File: src/rtl/multicycle_control_fsm.sv
// Multi-cycle RV32I control unit: FETCH/DECODE/EXECUTE/MEM/WB sequencing,
// a memory-ready handshake with a bus timeout, and sticky illegal-opcode and
// bus-error traps. ALUOp keeps the single-cycle encoding (00 add, 01 branch,
// 10 funct) so the existing ALU control decoder is reused unchanged.
// Optional build macro CTRL_JUMP_EN adds JAL, JALR, LUI and AUIPC handling.
module multicycle_control_fsm #(
  parameter int MEM_TIMEOUT = 16,
  parameter int CNT_W       = 5
) (
  input  logic       clk,
  input  logic       rst,
  input  logic [6:0] opcode,
  input  logic       mem_ready,
  input  logic       branch_taken,
  output logic       IorD,
  output logic       MemRead,
  output logic       MemWrite,
  output logic       IRWrite,
  output logic       PCWrite,
  output logic [1:0] PCSrc,
  output logic [1:0] ALUSrcA,
  output logic [1:0] ALUSrcB,
  output logic [1:0] ALUOp,
  output logic [1:0] MemToReg,
  output logic       RegWrite,
  output logic       Branch,
  output logic       InstrDone,
  output logic       IllegalInstr,
  output logic       BusError,
  output logic [3:0] state_o
);

  localparam logic [3:0] S_FETCH    = 4'd0;
  localparam logic [3:0] S_DECODE   = 4'd1;
  localparam logic [3:0] S_EXEC_R   = 4'd2;
  localparam logic [3:0] S_EXEC_I   = 4'd3;
  localparam logic [3:0] S_WB_ALU   = 4'd4;
  localparam logic [3:0] S_MEM_ADDR = 4'd5;
  localparam logic [3:0] S_MEM_RD   = 4'd6;
  localparam logic [3:0] S_WB_MEM   = 4'd7;
  localparam logic [3:0] S_MEM_WR   = 4'd8;
  localparam logic [3:0] S_BRANCH   = 4'd9;
  localparam logic [3:0] S_TRAP     = 4'd10;
`ifdef CTRL_JUMP_EN
  localparam logic [3:0] S_JAL      = 4'd11;
  localparam logic [3:0] S_JALR     = 4'd12;
  localparam logic [3:0] S_EXEC_U   = 4'd13;
`endif

  // A zero timeout means wait forever; the compare value is then irrelevant.
  localparam bit              TO_EN   = (MEM_TIMEOUT > 0);
  localparam logic [CNT_W-1:0] TO_LAST = CNT_W'((MEM_TIMEOUT > 0) ? MEM_TIMEOUT - 1 : 0);

  logic [3:0]       state, state_nx;
  logic [CNT_W-1:0] cnt, cnt_nx;
  logic             ill_flag, bus_flag;
  logic             ill_set, bus_set;
  // opcode[5] latched in DECODE: separates store/load and LUI/AUIPC later on.
  logic             op_b5;

  // Wait-state timeout check shared by FETCH, MEM_RD and MEM_WR.
  logic             timeout_hit;
  assign timeout_hit = TO_EN && !mem_ready && (cnt == TO_LAST);

  // Next-state, timeout counter and trap-flag set decisions.
  always_comb begin
    state_nx = state;
    cnt_nx   = cnt;
    ill_set  = 1'b0;
    bus_set  = 1'b0;
    case (state)
      S_FETCH, S_MEM_RD, S_MEM_WR: begin
        if (mem_ready) begin
          if (state == S_FETCH)       state_nx = S_DECODE;
          else if (state == S_MEM_RD) state_nx = S_WB_MEM;
          else                        state_nx = S_FETCH;
        end else if (timeout_hit) begin
          state_nx = S_TRAP;
          bus_set  = 1'b1;
        end else begin
          cnt_nx = cnt + 1'b1;
        end
      end
      S_DECODE: begin
        case (opcode)
          7'b0110011: state_nx = S_EXEC_R;
          7'b0010011: state_nx = S_EXEC_I;
          7'b0000011,
          7'b0100011: state_nx = S_MEM_ADDR;
          7'b1100011: state_nx = S_BRANCH;
`ifdef CTRL_JUMP_EN
          7'b1101111: state_nx = S_JAL;
          7'b1100111: state_nx = S_JALR;
          7'b0110111,
          7'b0010111: state_nx = S_EXEC_U;
`endif
          default: begin
            state_nx = S_TRAP;
            ill_set  = 1'b1;
          end
        endcase
      end
      S_EXEC_R, S_EXEC_I:     state_nx = S_WB_ALU;
      S_MEM_ADDR:             state_nx = op_b5 ? S_MEM_WR : S_MEM_RD;
      S_WB_ALU, S_WB_MEM,
      S_BRANCH:               state_nx = S_FETCH;
`ifdef CTRL_JUMP_EN
      S_JAL, S_JALR:          state_nx = S_FETCH;
      S_EXEC_U:               state_nx = S_WB_ALU;
`endif
      S_TRAP:                 state_nx = S_TRAP;
      default:                state_nx = S_TRAP;
    endcase
    // Every wait state starts counting from zero.
    if (state_nx != state) cnt_nx = '0;
  end

  // State register, counter and sticky trap flags.
  always_ff @(posedge clk) begin
    if (rst) begin
      state    <= S_FETCH;
      cnt      <= '0;
      ill_flag <= 1'b0;
      bus_flag <= 1'b0;
      op_b5    <= 1'b0;
    end else begin
      state <= state_nx;
      cnt   <= cnt_nx;
      if (ill_set) ill_flag <= 1'b1;
      if (bus_set) bus_flag <= 1'b1;
      if (state == S_DECODE) op_b5 <= opcode[5];
    end
  end

  // Per-state control decode; reset forces every output low.
  always_comb begin
    IorD      = 1'b0;
    MemRead   = 1'b0;
    MemWrite  = 1'b0;
    IRWrite   = 1'b0;
    PCWrite   = 1'b0;
    PCSrc     = 2'b00;
    ALUSrcA   = 2'b00;
    ALUSrcB   = 2'b00;
    ALUOp     = 2'b00;
    MemToReg  = 2'b00;
    RegWrite  = 1'b0;
    Branch    = 1'b0;
    InstrDone = 1'b0;
    case (state)
      S_FETCH: begin
        MemRead = 1'b1;
        ALUSrcB = 2'b01;
        IRWrite = mem_ready;
        PCWrite = mem_ready;
      end
      S_DECODE: begin
        ALUSrcA = 2'b10;
        ALUSrcB = 2'b10;
      end
      S_EXEC_R: begin
        ALUSrcA = 2'b01;
        ALUOp   = 2'b10;
      end
      S_EXEC_I: begin
        ALUSrcA = 2'b01;
        ALUSrcB = 2'b10;
        ALUOp   = 2'b10;
      end
      S_WB_ALU: begin
        RegWrite  = 1'b1;
        InstrDone = 1'b1;
      end
      S_MEM_ADDR: begin
        ALUSrcA = 2'b01;
        ALUSrcB = 2'b10;
      end
      S_MEM_RD: begin
        IorD    = 1'b1;
        MemRead = 1'b1;
      end
      S_WB_MEM: begin
        RegWrite  = 1'b1;
        MemToReg  = 2'b01;
        InstrDone = 1'b1;
      end
      S_MEM_WR: begin
        IorD      = 1'b1;
        MemWrite  = 1'b1;
        InstrDone = mem_ready;
      end
      S_BRANCH: begin
        ALUSrcA   = 2'b01;
        ALUOp     = 2'b01;
        Branch    = 1'b1;
        PCSrc     = 2'b01;
        PCWrite   = branch_taken;
        InstrDone = 1'b1;
      end
`ifdef CTRL_JUMP_EN
      S_JAL: begin
        PCWrite   = 1'b1;
        PCSrc     = 2'b01;
        RegWrite  = 1'b1;
        MemToReg  = 2'b10;
        InstrDone = 1'b1;
      end
      S_JALR: begin
        ALUSrcA   = 2'b01;
        ALUSrcB   = 2'b10;
        PCSrc     = 2'b10;
        PCWrite   = 1'b1;
        RegWrite  = 1'b1;
        MemToReg  = 2'b10;
        InstrDone = 1'b1;
      end
      S_EXEC_U: begin
        ALUSrcA = op_b5 ? 2'b11 : 2'b10;
        ALUSrcB = 2'b10;
      end
`endif
      default: ;
    endcase
    if (rst) begin
      IorD      = 1'b0;
      MemRead   = 1'b0;
      MemWrite  = 1'b0;
      IRWrite   = 1'b0;
      PCWrite   = 1'b0;
      PCSrc     = 2'b00;
      ALUSrcA   = 2'b00;
      ALUSrcB   = 2'b00;
      ALUOp     = 2'b00;
      MemToReg  = 2'b00;
      RegWrite  = 1'b0;
      Branch    = 1'b0;
      InstrDone = 1'b0;
    end
  end

  assign IllegalInstr = ill_flag & ~rst;
  assign BusError     = bus_flag & ~rst;
  assign state_o      = rst ? 4'd0 : state;

endmodule

File: config.mk
export PLATFORM = sky130hd
export DESIGN_NAME = multicycle_control_fsm
export DESIGN_NICKNAME = d
export VERILOG_FILES = /design/src/rtl/multicycle_control_fsm.sv
export SDC_FILE = /design/constraint.sdc
export NUM_CORES = 1
export LEC_CHECK = 0
export CAP_MARGIN = 0
export CORE_MARGIN = 3
export CORE_UTILIZATION = 45
export DETAILED_ROUTE_END_ITERATION = 16
export PLACE_DENSITY = 0.78
export SYNTH_ARGS = -nofsm -noshare
export SYNTH_HDL_FRONTEND = slang
export SYNTH_SLANG_ARGS = --single-unit
File: constraint.sdc
create_clock -name clk -period 1.95 [get_ports clk]
set_input_delay 0.2925 -clock clk [delete_from_list [all_inputs] [get_ports clk]]
set_output_delay 0.2925 -clock clk [all_outputs]
set_load 0.02 [all_outputs]
# Yosys cells after proc, flatten, opt, wreduce, memory -nomap -nowiden
# Cells that the tools add are included.
[op_classes]
n_addsub = 1
mul = 0
div = 0
n_lt_le_gt_ge = 0
eq_ne = 16
shifts = 0
n_mux = 39
bitwise = 5
n_reduce_logical = 15
[ops]
columns = ["cell", "n"]
rows = [
  ["two-way mux 1 bit", 21],
  ["case mux 4 bit (5 select lines)", 1],
  ["== test 4 x 3 -> 1 bit, second input constant", 4],
  ["two-way mux 4 bit", 4],
  ["case mux 4 bit (4 select lines)", 1],
  ["== test 7 x 6 -> 1 bit, second input constant", 2],
  ["case mux 2 bit (2 select lines)", 3],
  ["OR reduction 2 bit", 6],
  ["two-way mux 2 bit", 5],
  ["OR reduction 3 bit", 3],
  ["== test 4 x 2 -> 1 bit, second input constant", 2],
  ["== test 4 bit, second input constant", 2],
  ["== test 7 x 2 -> 1 bit, second input constant", 1],
  ["== test 7 x 5 -> 1 bit, second input constant", 1],
  ["== test 7 bit, second input constant", 1],
  ["two-way mux 3 bit", 2],
  ["adder 5 x 1 -> 5 bit, second input constant", 1],
  ["== test 5 x 4 -> 1 bit, second input constant", 1],
  ["OR reduction 5 bit", 1],
  ["== test 4 x 1 -> 1 bit, second input constant", 1],
  ["zero test 4 bit", 1],
  ["!= test 4 bit", 1],
  ["case mux 1 bit (2 select lines)", 2],
  ["OR reduction 4 bit", 1],
  ["5 further kinds", 8],
]
[totals]
regBits = 12
latch_bits = 0
mem_bits_rw = 0
mem_bits_ro = 0
inputBits = 11
output_inout_bits = 24
wordCells = 81
n_memories = 0

# Depth between registers and ports, before layout
# Gate-level depths: netlist of the first run.
[logic_depth]
word_depth = 7
ltp_mapped = 8
mapped_depth_nobuf = 8

# Worst setup path before layout of the first run
# No wires, ideal clock.
[synth_path]
path_kind = "input to output"
from = "input port rst"
to = "output port PCWrite"
arrival_ns = 2.076
required_time_ns = 1.657
setup_slack_ns = -0.418
stages = 5
n_path_buf = 1
path_cell_list = "clkbuf_1 -> or2_2 -> nor4_1 -> and2_1 -> a21o_1"
[synth_via]
elab_chain_len = 1
[synth_lines]
columns = ["item", "line", "text"]
rows = [
  ["start, declared", "11", "input logic rst,"],
  ["two-way mux 1 bit", "224", "if (rst) begin"],
  ["end, declared", "19", "output logic PCWrite,"],
]
# Every way passes these cells.

# Worst setup path after layout of the first run
[layout_path]
from = "input port rst"
to = "output port BusError"
[layout_via]
elab_chain_len = 2
[layout_lines]
columns = ["item", "line", "text"]
rows = [
  ["inverter 1 bit", "242", "assign BusError = bus_flag & ~rst;"],
  ["bitwise AND 1 bit", "242", ""],
  ["end, declared", "29", "output logic BusError,"],
]
# Every way passes these cells.

==> run_results.csv, run 1 <==
group,metric,value,unit
placement,place_congestion,0.8763,
cts,post_cts_buffers,0,
cts,htreeDepth,1,
synth,synth_ff_type,"dfxtp_1",
cts,clock_path_buffers,2,
placement,dp_hpwl,2435,um
routing,vias,1206,
cts,cts_root_buf,"clkbuf_4",
cells_and_area,final_nets,208,
worst_setup_path,worst-path-buf-inv,3,
cts,clock-sinks,12,
cells_and_area,seq_area,241.5,um2
routing,antenna_left,0,
cells_and_area,drive_above_1_share,29.02,%
synth,yosysSeqAreaShare,22.91,%
synth,syn_inst,147,
routing,wl_per_cell,14.54,um
floorplanning,die_area,2945,um2
floorplanning,rows,16,
synth,ys_warn_count,0,
cells_and_area,n_fill_cell,168,
cts,cts_tree,"built",
grt,track_usage,22.61,%
power_and_ir_drop,power.total,918.8,uW
routing,drt-pass1-iter-count,4,
worst_setup_path,critPathTopFamily,"buffers and inverters",
placement,port_buffers,32,
worst_setup_path,reg2reg_from,"cnt[0]$_SDFFE_PP0P_",
worst_setup_path,reg2reg_setup_slack,0.12,ns
status,status,"complete, no violations",
floorplanning,start_util,50.36,%
synth,ys_top_cells_by_area,"dfxtp_1 (23%), nor2_1 (8.6%), nor3_1 (6.2%)",
grt,antenna_found_initial,0,
timing,finalCritPeriodShare,98.41,%
routing,wl,3198,um
routing,drc,0,
worst_setup_path,cp-end-kind,"output port",
timing,layout_min_cycle_time,1.919,ns
synth,ys_types,45,
grt,grt_max_degree,14,
cells_and_area,multi_input_area,792.0,um2
worst_setup_path,critPathKind,"in2out",
worst_setup_path,crit_top_cell,"clkdlybuf4s50_1",
hold_path,hold-path-endpoint,"ill_flag$_SDFFE_PP0P_",
floorplanning,die_w,54.27,um
floorplanning,core,2082,um2
cts,cts.clk_slew.worst_paths,0.07,ns
job,max_cap_viol_count,0,
floorplanning,die_h,54.27,um
power_and_ir_drop,p_leak,0.7108,nW
worst_setup_path,cp-start-kind,"input port",
cts,clkLatencyLatePin,0.28,ns
synth,yosys.area.top_type_share,22.91,%
worst_setup_path,crit_arrival,1.63,ns
power_and_ir_drop,powerDensity,585.6,nW/um2
timing,fin_hold_ws,0.4758,ns
cts,numCtsBuffers,3,
synth,synth_top_area_cell,"dfxtp_1",
hold_path,hold_depth,2,
grt,grt_overflow,0,
timing,clock_skew,0.002665,ns
synth,syn_area_per_cell,7.133,um2
synth,yosys_register_bits,12,
worst_setup_path,critical_path_required,1.66,ns
routing,via_per_inst,5.482,
cells_and_area,n_antenna_cell,0,
timing,max_freq,521.1,MHz
timing,setup_viol,0,
power_and_ir_drop,vdd_drop_max,0.5652,mV
grt,grt_pass1_wl,4850,um
routing,first_iter_violations,48,
timing,slew_viol_final,0,
worst_setup_path,slowest_stage,"clkdlybuf4s50_1",
worst_setup_path,r2r_end,"cnt[1]$_SDFFE_PP0P_",
synth,synth-edff-count,0,
synth,async_flop_share,0,%
floorplanning,pin_count,35,
worst_setup_path,cp_cell_sequence,"clkdlybuf4s50_1 -> buf_4 -> nor2_1 -> clkdlybuf4s50_1",
worst_setup_path,critPathMaxStageDelay,0.61,ns
synth,syn-cell-area,1049,um2
hold_path,hold_class,"reg2reg",
worst_setup_path,r2r.worst_path.cells,7,
hold_path,min_from,"ill_flag$_SDFFE_PP0P_",
cells_and_area,syn_to_final_growth,49.64,%
timing,hold_viol,0,
grt,grt_pass1_vias,1121,
worst_setup_path,critPathMaxFanout,10,
## what timing repair did
item / 4_1_cts / 5_1_grt
setup endpoints to repair: 24 / 12
gates resized for setup: 36 / 22
pin swaps: 5 / 2
hold buffers: 0 / 0
## per-layer routing
layer  part of all wire (%)  up-vias  track usage (%)
li1                       -      597                -
met1                     41      552            25.91
met2                     50       48            40.84
met3                    6.4        9            3.815
met4                    1.9        0            9.544
met5                      0        -                0
## worst max path at each step
stage                         from                   to  cells past startpoint
2_1_floorplan                  rst              PCWrite                      5
3_3_place_gp                   rst              PCWrite                      6
3_5_place_dp                   rst              PCWrite                      6
4_1_cts        state[0]$_SDFF_PP0_  cnt[3]$_SDFFE_PP0P_                      7
5_1_grt        cnt[0]$_SDFFE_PP0P_  cnt[1]$_SDFFE_PP0P_                      7
6_report                       rst             BusError                      4
## layout make-up
| cell class | instances | area share [%] |
|---|---|---|
| Timing Repair Buffer | 56 | 29.11 |
| Clock buffer | 3 | 1.435 |
| Tap cell | 27 | 2.153 |
| Inverter | 6 | 1.435 |
| Sequential cell | 12 | 15.39 |
| Multi-Input combinational cell | 116 | 50.48 |
## synth_stat cells, drive strengths merged, types with 3 or more instances
cell	number
xor2	4
nor2b	6
a21oi	8
nand2b	6
and3	3
nor3	13
nand2	10
nor4	4
buf	13
nor2	25
o21ai	6
inv	6
dfxtp	12
## worst register-to-register path, cell delays in order (launching register included)
cell and delay (ns):
dfxtp_1 0.34, ha_1 0.21, and3_1 0.18, ha_2 0.20, and3_1 0.18, a2111oi_4 0.28, o211ai_4 0.19, nor3_1 0.19
## kinds of logic (layout without fill, tap and decap cells)
kind of cell | after synthesis | count (layout) | share of synthesized area, %
AO/OA/AOI/OAI | 28 | 28 | 19.69
other | 1 | 2 | 0.3577
flip-flops | 12 | 12 | 22.91
adder cells (fa/ha/maj) | 2 | 2 | 2.386
buffers and inverters | 20 | 65 | 10.38
multiplexers | 1 | 1 | 0.9547
AND/OR/NAND/NOR | 77 | 77 | 38.31
XOR/XNOR | 6 | 6 | 5.012
## power breakdown
group          total (mW)  leakage (nW)  switching [mW]  internal [mW]
registers           0.280        0.0979          0.0169          0.263
logic               0.486         0.599           0.275          0.212
clock network       0.153        0.0138          0.0811         0.0716
## state kept, by name, indices dropped and copies added (netlist names)
register	cells
state	4
ill_flag	1
op_b5	1
bus_flag	1
cnt	5
## through the flow
stage	cell area [um2]	std cells	setup WS [ns]	TNS, ns	utilization, %
floorplan	1067	148	0.002120	0	-
global placement	1515	217	-0.3778	-4.023	72.78
detailed placement	1515	217	-0.4089	-4.909	72.78
CTS	1531	220	0.005297	0	73.56
global route	1569	220	-0.02007	-0.02007	75.36
finish	1569	220	0.03108	0	75.36
## layout by cell type, fill, tap and decap left out, drive strengths merged, types with 3 or more instances in the layout
| master | netlist | routed |
|---|---|---|
| clkbuf | 1 | 8 |
| buf | 13 | 26 |
| dfxtp | 12 | 12 |
| dlygate4sd2 | 0 | 10 |
| xor2 | 4 | 4 |
| nor3 | 13 | 13 |
| nor2 | 25 | 25 |
| a21oi | 8 | 8 |
| clkdlybuf4s50 | 0 | 11 |
| inv | 6 | 6 |
| clkdlybuf4s15 | 0 | 3 |
| nor2b | 6 | 6 |
| o21ai | 6 | 6 |
| and3 | 3 | 3 |
| nand2 | 10 | 10 |
| nor4 | 4 | 4 |
| nand2b | 6 | 6 |
Power figures use the tool's default switching activity.
==> run 2: changes to the inputs <==
Settings changed: CAP_MARGIN 0 to unset, GPL_TIMING_DRIVEN set to 0.
==> run 2 against run 1 <==
- combinational power is 8.8% lower
- die area stayed put
- critical path depth is 3 higher
- sequential cell count stayed put
- register-to-register slack worse by 0.04 ns
- clock skew is 0.00077 ns higher
- via count is 4.0% lower
- sequential power is 2% higher
- largest power group unchanged
- highest routed layer unchanged
==> run_results.csv, run 2 (synthesized netlist as in run 1, its figures left out) <==
group,metric,value,unit
status,status,"complete, no violations",
routing,first_iter_violations,27,
routing,via_per_inst,5.514,
floorplanning,core,2082,um2
timing,finalCritPeriodShare,95.89,%
cells_and_area,layout_common_cells,"nor2_1 (23), clkdlybuf4s50_1 (11), nand2_1 (10), dfxtp_1 (10)",
worst_setup_path,critical_path_required,2.15,ns
cells_and_area,syn_to_final_growth,44.03,%
cells_and_area,reg_top3,"cnt: 5 flops, state: 4 flops",
floorplanning,rows,16,
power_and_ir_drop,powerDensity,613.8,nW/um2
timing,max_freq,534.8,MHz
worst_setup_path,critPathMaxStageDelay,0.34,ns
job,max_cap_viol_count,0,
worst_setup_path,slowest_stage,"dfxtp_1",
cts,cts_tree,"built",
floorplanning,die_h,54.27,um
routing,vias,1158,
timing,setup_viol,0,
floorplanning,die_area,2945,um2
timing,clock_skew,0.003440,ns
routing,wl_per_cell,13.63,um
grt,track_usage,20.47,%
routing,dr_wl_met3,218,um
cells_and_area,max_flop_register,"cnt",
placement,dp_hpwl,2047,um
worst_setup_path,cp-end-kind,"register",
routing,wl_met2,1331,um
grt,grt_max_degree,11,
cells_and_area,final_nets,197,
hold_path,hold_class,"in2reg",
cells_and_area,n_fill_cell,185,
timing,setup_tns,0,ns
cells_and_area,drive_above_1_share,26.23,%
worst_setup_path,cp-start-kind,"register",
grt,grt_pass1_vias,979,
cells_and_area,layout_commonest_cell,"nor2_1",
cts,clock_path_buffers,2,
power_and_ir_drop,power.total,926.9,uW
floorplanning,start_util,50.36,%
routing,wl,2862,um
cts,ctsHoldBuffers,0,
placement,place_congestion,0.8877,
worst_setup_path,cp_cell_sequence,"ha_1 -> and3_1 -> ha_1 -> and3_1 -> a2111oi_4 -> o211ai_4 -> nor3_1",
routing,wl_met1,1264,um
worst_setup_path,crit_arrival,2.07,ns
cts,clock-sinks,12,
routing,antenna_left,0,
cts,numCtsBuffers,3,
cts,cts_root_buf,"clkbuf_4",
power_and_ir_drop,p_leak,0.6634,nW
placement,placedCellCount,206,
cells_and_area,final_cells,210,
routing,highest_layer,"met4",
floorplanning,pin_count,35,
timing,layout_min_cycle_time,1.870,ns
grt,antenna_found_initial,0,
cells_and_area,largest_reg_flops,5,
routing,drt-pass1-iter-count,4,
worst_setup_path,critPathMaxFanout,5,
grt,grt_pass1_wl,4450,um
cts,htreeDepth,1,
cts,post_cts_buffers,0,
grt,grt_overflow,0,
power_and_ir_drop,vdd_drop_max,0.5562,mV
placement,port_buffers,31,
cts,cts.clk_slew.worst_paths,0.08,ns
timing,hold_viol,0,
floorplanning,die_w,54.27,um
timing,slew_viol_final,0,
worst_setup_path,critPathKind,"reg2reg",
cells_and_area,n_antenna_cell,0,
cts,clkLatencyLatePin,0.28,ns
routing,drc,0,
-- run 2: cell count changes in the layout (fill, tap and decap cells not counted), sizes merged --
cell and delta:
clkbuf +2, buf -8, dlygate4sd2 -3, clkdlybuf4s15 -1
-- run 2: worst paths after layout --
check | startpoint | slack [ns] | endpoint | depth (start not counted)
worst min-delay path | rst | 0.40 | state[3]$_SDFF_PP0_ | 2
worst min register to register | ill_flag$_SDFFE_PP0P_ | 0.47 | ill_flag$_SDFFE_PP0P_ | 2
worst max register to register | cnt[0]$_SDFFE_PP0P_ | 0.08 | cnt[0]$_SDFFE_PP0P_ | 7
worst max-delay path | cnt[0]$_SDFFE_PP0P_ | 0.08 | cnt[0]$_SDFFE_PP0P_ | 7
-- run 2: metal layers --
layer / track usage (%) / up-vias
li1: - / 578
met1: 26.62 / 531
met2: 33.47 / 42
met3: 3.270 / 7
met4: 8.299 / 0
met5: 0 / -
-- run 2: repair_timing --
item,in CTS,in global routing
pin swaps,4,4
endpoints found under the setup margin,22,20
cloned,0,0
resized for setup,45,39
-- run 2: cell type report --
cell class / instances / area (um2) / area share (%)
inverters: 6 / 22.52 / 1.491
clock buffers: 4 / 36.28 / 2.403
multi-input cells: 116 / 785.8 / 52.03
plain buffers: 14 / 122.6 / 8.119
repair buffers: 31 / 261.5 / 17.32
well taps: 27 / 33.78 / 2.237
flip-flops and latches: 12 / 247.7 / 16.40
-- run 2: where the power goes --
group | switching [mW] | total (mW) | internal, mW
clock | 0.0860 | 0.200 | 0.114
combinational | 0.256 | 0.443 | 0.186
sequential | 0.0209 | 0.285 | 0.264
total | 0.363 | 0.927 | 0.564
-- run 2: critical path: cells and delay by family (launching register included) --
family,cells,cell delay [ns]
adder cells (fa/ha/maj),2,0.45
AO/OA/AOI/OAI,2,0.43
AND/OR/NAND/NOR,3,0.58
flip-flops,1,0.34
-- run 2: stage by stage --
step	hold slack [ns]	cell area [um2]	setup slack (ns)	util, %
after floorplan	0.4285	1067	0.002120	-
after global placement	0.4443	1411	-0.3243	67.79
after detailed placement	0.4622	1411	-0.3318	67.79
after CTS	0.4817	1446	0.004949	69.47
after global routing	0.3989	1510	-0.0007309	72.54
final	0.3969	1510	0.08023	72.54
==> run 3: changes to the inputs <==
Settings changed: CORE_UTILIZATION 45 to 55, DONT_BUFFER_PORTS set to 1, PLACE_DENSITY 0.78 to 0.69.
==> run 3 against run 2 <==
- routed wire length shrank 9.5%
- critical path type is now reg2out
- largest power group unchanged
- sequential share of layout area grew 3.3 points
- global-route usage grew 0.50 points
- die area shrank 16%
- clock skew grew 0.0016 ns
- clock power grew 2%
- worst hold slack lost 0.26 ns
==> run_results.csv, run 3 (synthesized netlist as in run 1, its figures left out) <==
group,metric,value,unit
cts,numCtsBuffers,3,
worst_setup_path,cp-start-kind,"register",
floorplanning,pin_count,35,
power_and_ir_drop,p_leak,0.5009,nW
status,status,"complete, no violations",
routing,wl,2591,um
grt,grt_pass1_wl,4146,um
grt,grt_overflow,0,
cells_and_area,finish.utilization,71.84,%
grt,antenna_found_initial,0,
grt,grt_busiest_layer,"met2",
timing,worst_pin_slew,0.6483,ns
floorplanning,start_util,59.43,%
cells_and_area,max_flop_register,"cnt",
placement,post_dp_cell_area,1099,um2
floorplanning,rows,15,
cells_and_area,largest_reg_flops,5,
cts,cts.clk_slew.worst_paths,0.09,ns
power_and_ir_drop,vdd_drop_max,0.4980,mV
cells_and_area,final_nets,169,
routing,vias,1036,
grt,grt_util_met1,25.74,%
timing,finalCritPeriodShare,97.73,%
floorplanning,core,1764,um2
worst_setup_path,reg2reg_from,"cnt[0]$_SDFFE_PP0P_",
job,max_cap_viol_count,0,
cells_and_area,layout_common_cells,"nor2_1 (22), buf_4 (11), nand2_1 (10), nor3_1 (9), dfxtp_1 (8)",
cells_and_area,seq_area,250.2,um2
timing,layout_min_cycle_time,1.906,ns
timing,setup_slack,0.04427,ns
routing,wl_per_cell,14.39,um
placement,placedCellCount,173,
timing,setup_viol,0,
grt,grt_pass1_vias,931,
timing,hold_viol,0,
worst_setup_path,critPathMaxFanout,10,
placement,port_buffers,0,
floorplanning,die_area,2466,um2
timing,relSlewSlack,56.45,%
grt,track_usage,20.97,%
cts,htreeDepth,1,
cells_and_area,syn_to_final_growth,20.88,%
routing,drt-pass1-iter-count,4,
cts,clock-sinks,12,
worst_setup_path,critPathKind,"reg2out",
cts,ctsHoldBuffers,0,
cells_and_area,drive_above_1_share,30.32,%
hold_path,hold_class,"in2reg",
routing,drc,0,
cts,cts_root_buf,"clkbuf_4",
cells_and_area,final_cells,180,
cells_and_area,multi_input_area,800.8,um2
timing,clock_skew,0.005060,ns
cells_and_area,n_fill_cell,159,
cells_and_area,fin_area,1267,um2
worst_setup_path,endpoint,"InstrDone",
routing,first_iter_violations,18,
placement,place_congestion,0.8831,
placement,dp_hpwl,1867,um
power_and_ir_drop,powerDensity,683.8,nW/um2
cells_and_area,layout_commonest_cell,"nor2_1",
worst_setup_path,critical_path_required,1.66,ns
routing,antenna_left,0,
worst_setup_path,r2r_end,"cnt[4]$_SDFFE_PP0P_",
floorplanning,die_h,49.66,um
floorplanning,die_w,49.66,um
placement,place_ws,-0.1569,ns
worst_setup_path,reg2reg_setup_slack,0.16,ns
worst_setup_path,r2r.worst_path.cells,8,
grt,grt_use_met3,3.021,%
worst_setup_path,cp-end-kind,"output port",
timing,rsz0062_at_grt,"true",
worst_setup_path,crit_arrival,1.61,ns
cts,clkLatencyLatePin,0.27,ns
grt,met2_usage,36.12,%
timing,slew_viol_final,0,
cts,cts_tree,"built",
routing,via_per_inst,5.756,
cts,clock_path_buffers,2,
timing,setup_tns,0,ns
grt,grt_max_degree,11,
worst_setup_path,crit_path_start,"state[0]$_SDFF_PP0_",
cells_and_area,n_antenna_cell,0,
cells_and_area,reg_top3,"cnt: 5 flops, state: 4 flops",
timing,max_freq,524.7,MHz
run 3: cell types whose count changed in the layout (fill, tap and decap cells not counted), moves of 3 or more:
cell	delta
clkdlybuf4s50_1	-11
buf_2	-3
dlygate4sd2_1	-7
clkbuf_2	-4
run 3: report_power, final:
| part | switching, mW | internal, mW | total (mW) |
|---|---|---|---|
| Combinational | 0.239 | 0.136 | 0.375 |
| Sequential | 0.0218 | 0.265 | 0.287 |
| Clock | 0.0910 | 0.113 | 0.204 |
| Total | 0.352 | 0.514 | 0.867 |
run 3: worst min-delay path by stage:
stage                   start            endpoint  slack [ns]  cells past startpoint
floorplan           opcode[5]  op_b5$_SDFFE_PP0P_        0.43                      2
global placement    opcode[5]  op_b5$_SDFFE_PP0P_        0.43                      2
detailed placement  opcode[5]  op_b5$_SDFFE_PP0P_        0.44                      2
CTS                 opcode[5]  op_b5$_SDFFE_PP0P_        0.14                      2
global route        opcode[5]  op_b5$_SDFFE_PP0P_        0.16                      2
finish              opcode[5]  op_b5$_SDFFE_PP0P_        0.14                      2
run 3: worst max-delay path: stages (launching register included):
cell	delay, ns
dfxtp_4	0.36
buf_4	0.16
clkbuf_4	0.19
nor3b_2	0.19
a31oi_1	0.06
nor2_1	0.09
a21oi_1	0.05
nor2_2	0.23
run 3: timing repair:
item,CTS,global route
gates resized for setup,17,16
setup endpoints to repair,15,11
gates cloned,0,0
buffers inserted,4,0
pin swaps,6,7
run 3: per-layer routing:
layer	share of wire (%)	vias up
li1	-	519
met1	45	470
met2	47	39
met3	5.3	8
met4	2.2	0
met5	0	-
run 3: layout make-up:
cell class / instances / area share, %
Multi-Input combinational cell: 116 / 63.18
Sequential cell: 12 / 19.74
Buffer: 13 / 7.601
Clock buffer: 4 / 2.863
Tap cell: 25 / 2.468
Timing Repair Buffer: 4 / 2.369
Inverter: 6 / 1.777
run 3: per-stage QoR:
stage	power [mW]	hold WS, ns
finish	0.8667	0.1410
detailed placement	0.6160	0.4384
global route	0.9160	0.1555
floorplan	0.5628	0.4285
global placement	0.6093	0.4346
CTS	0.8462	0.1441
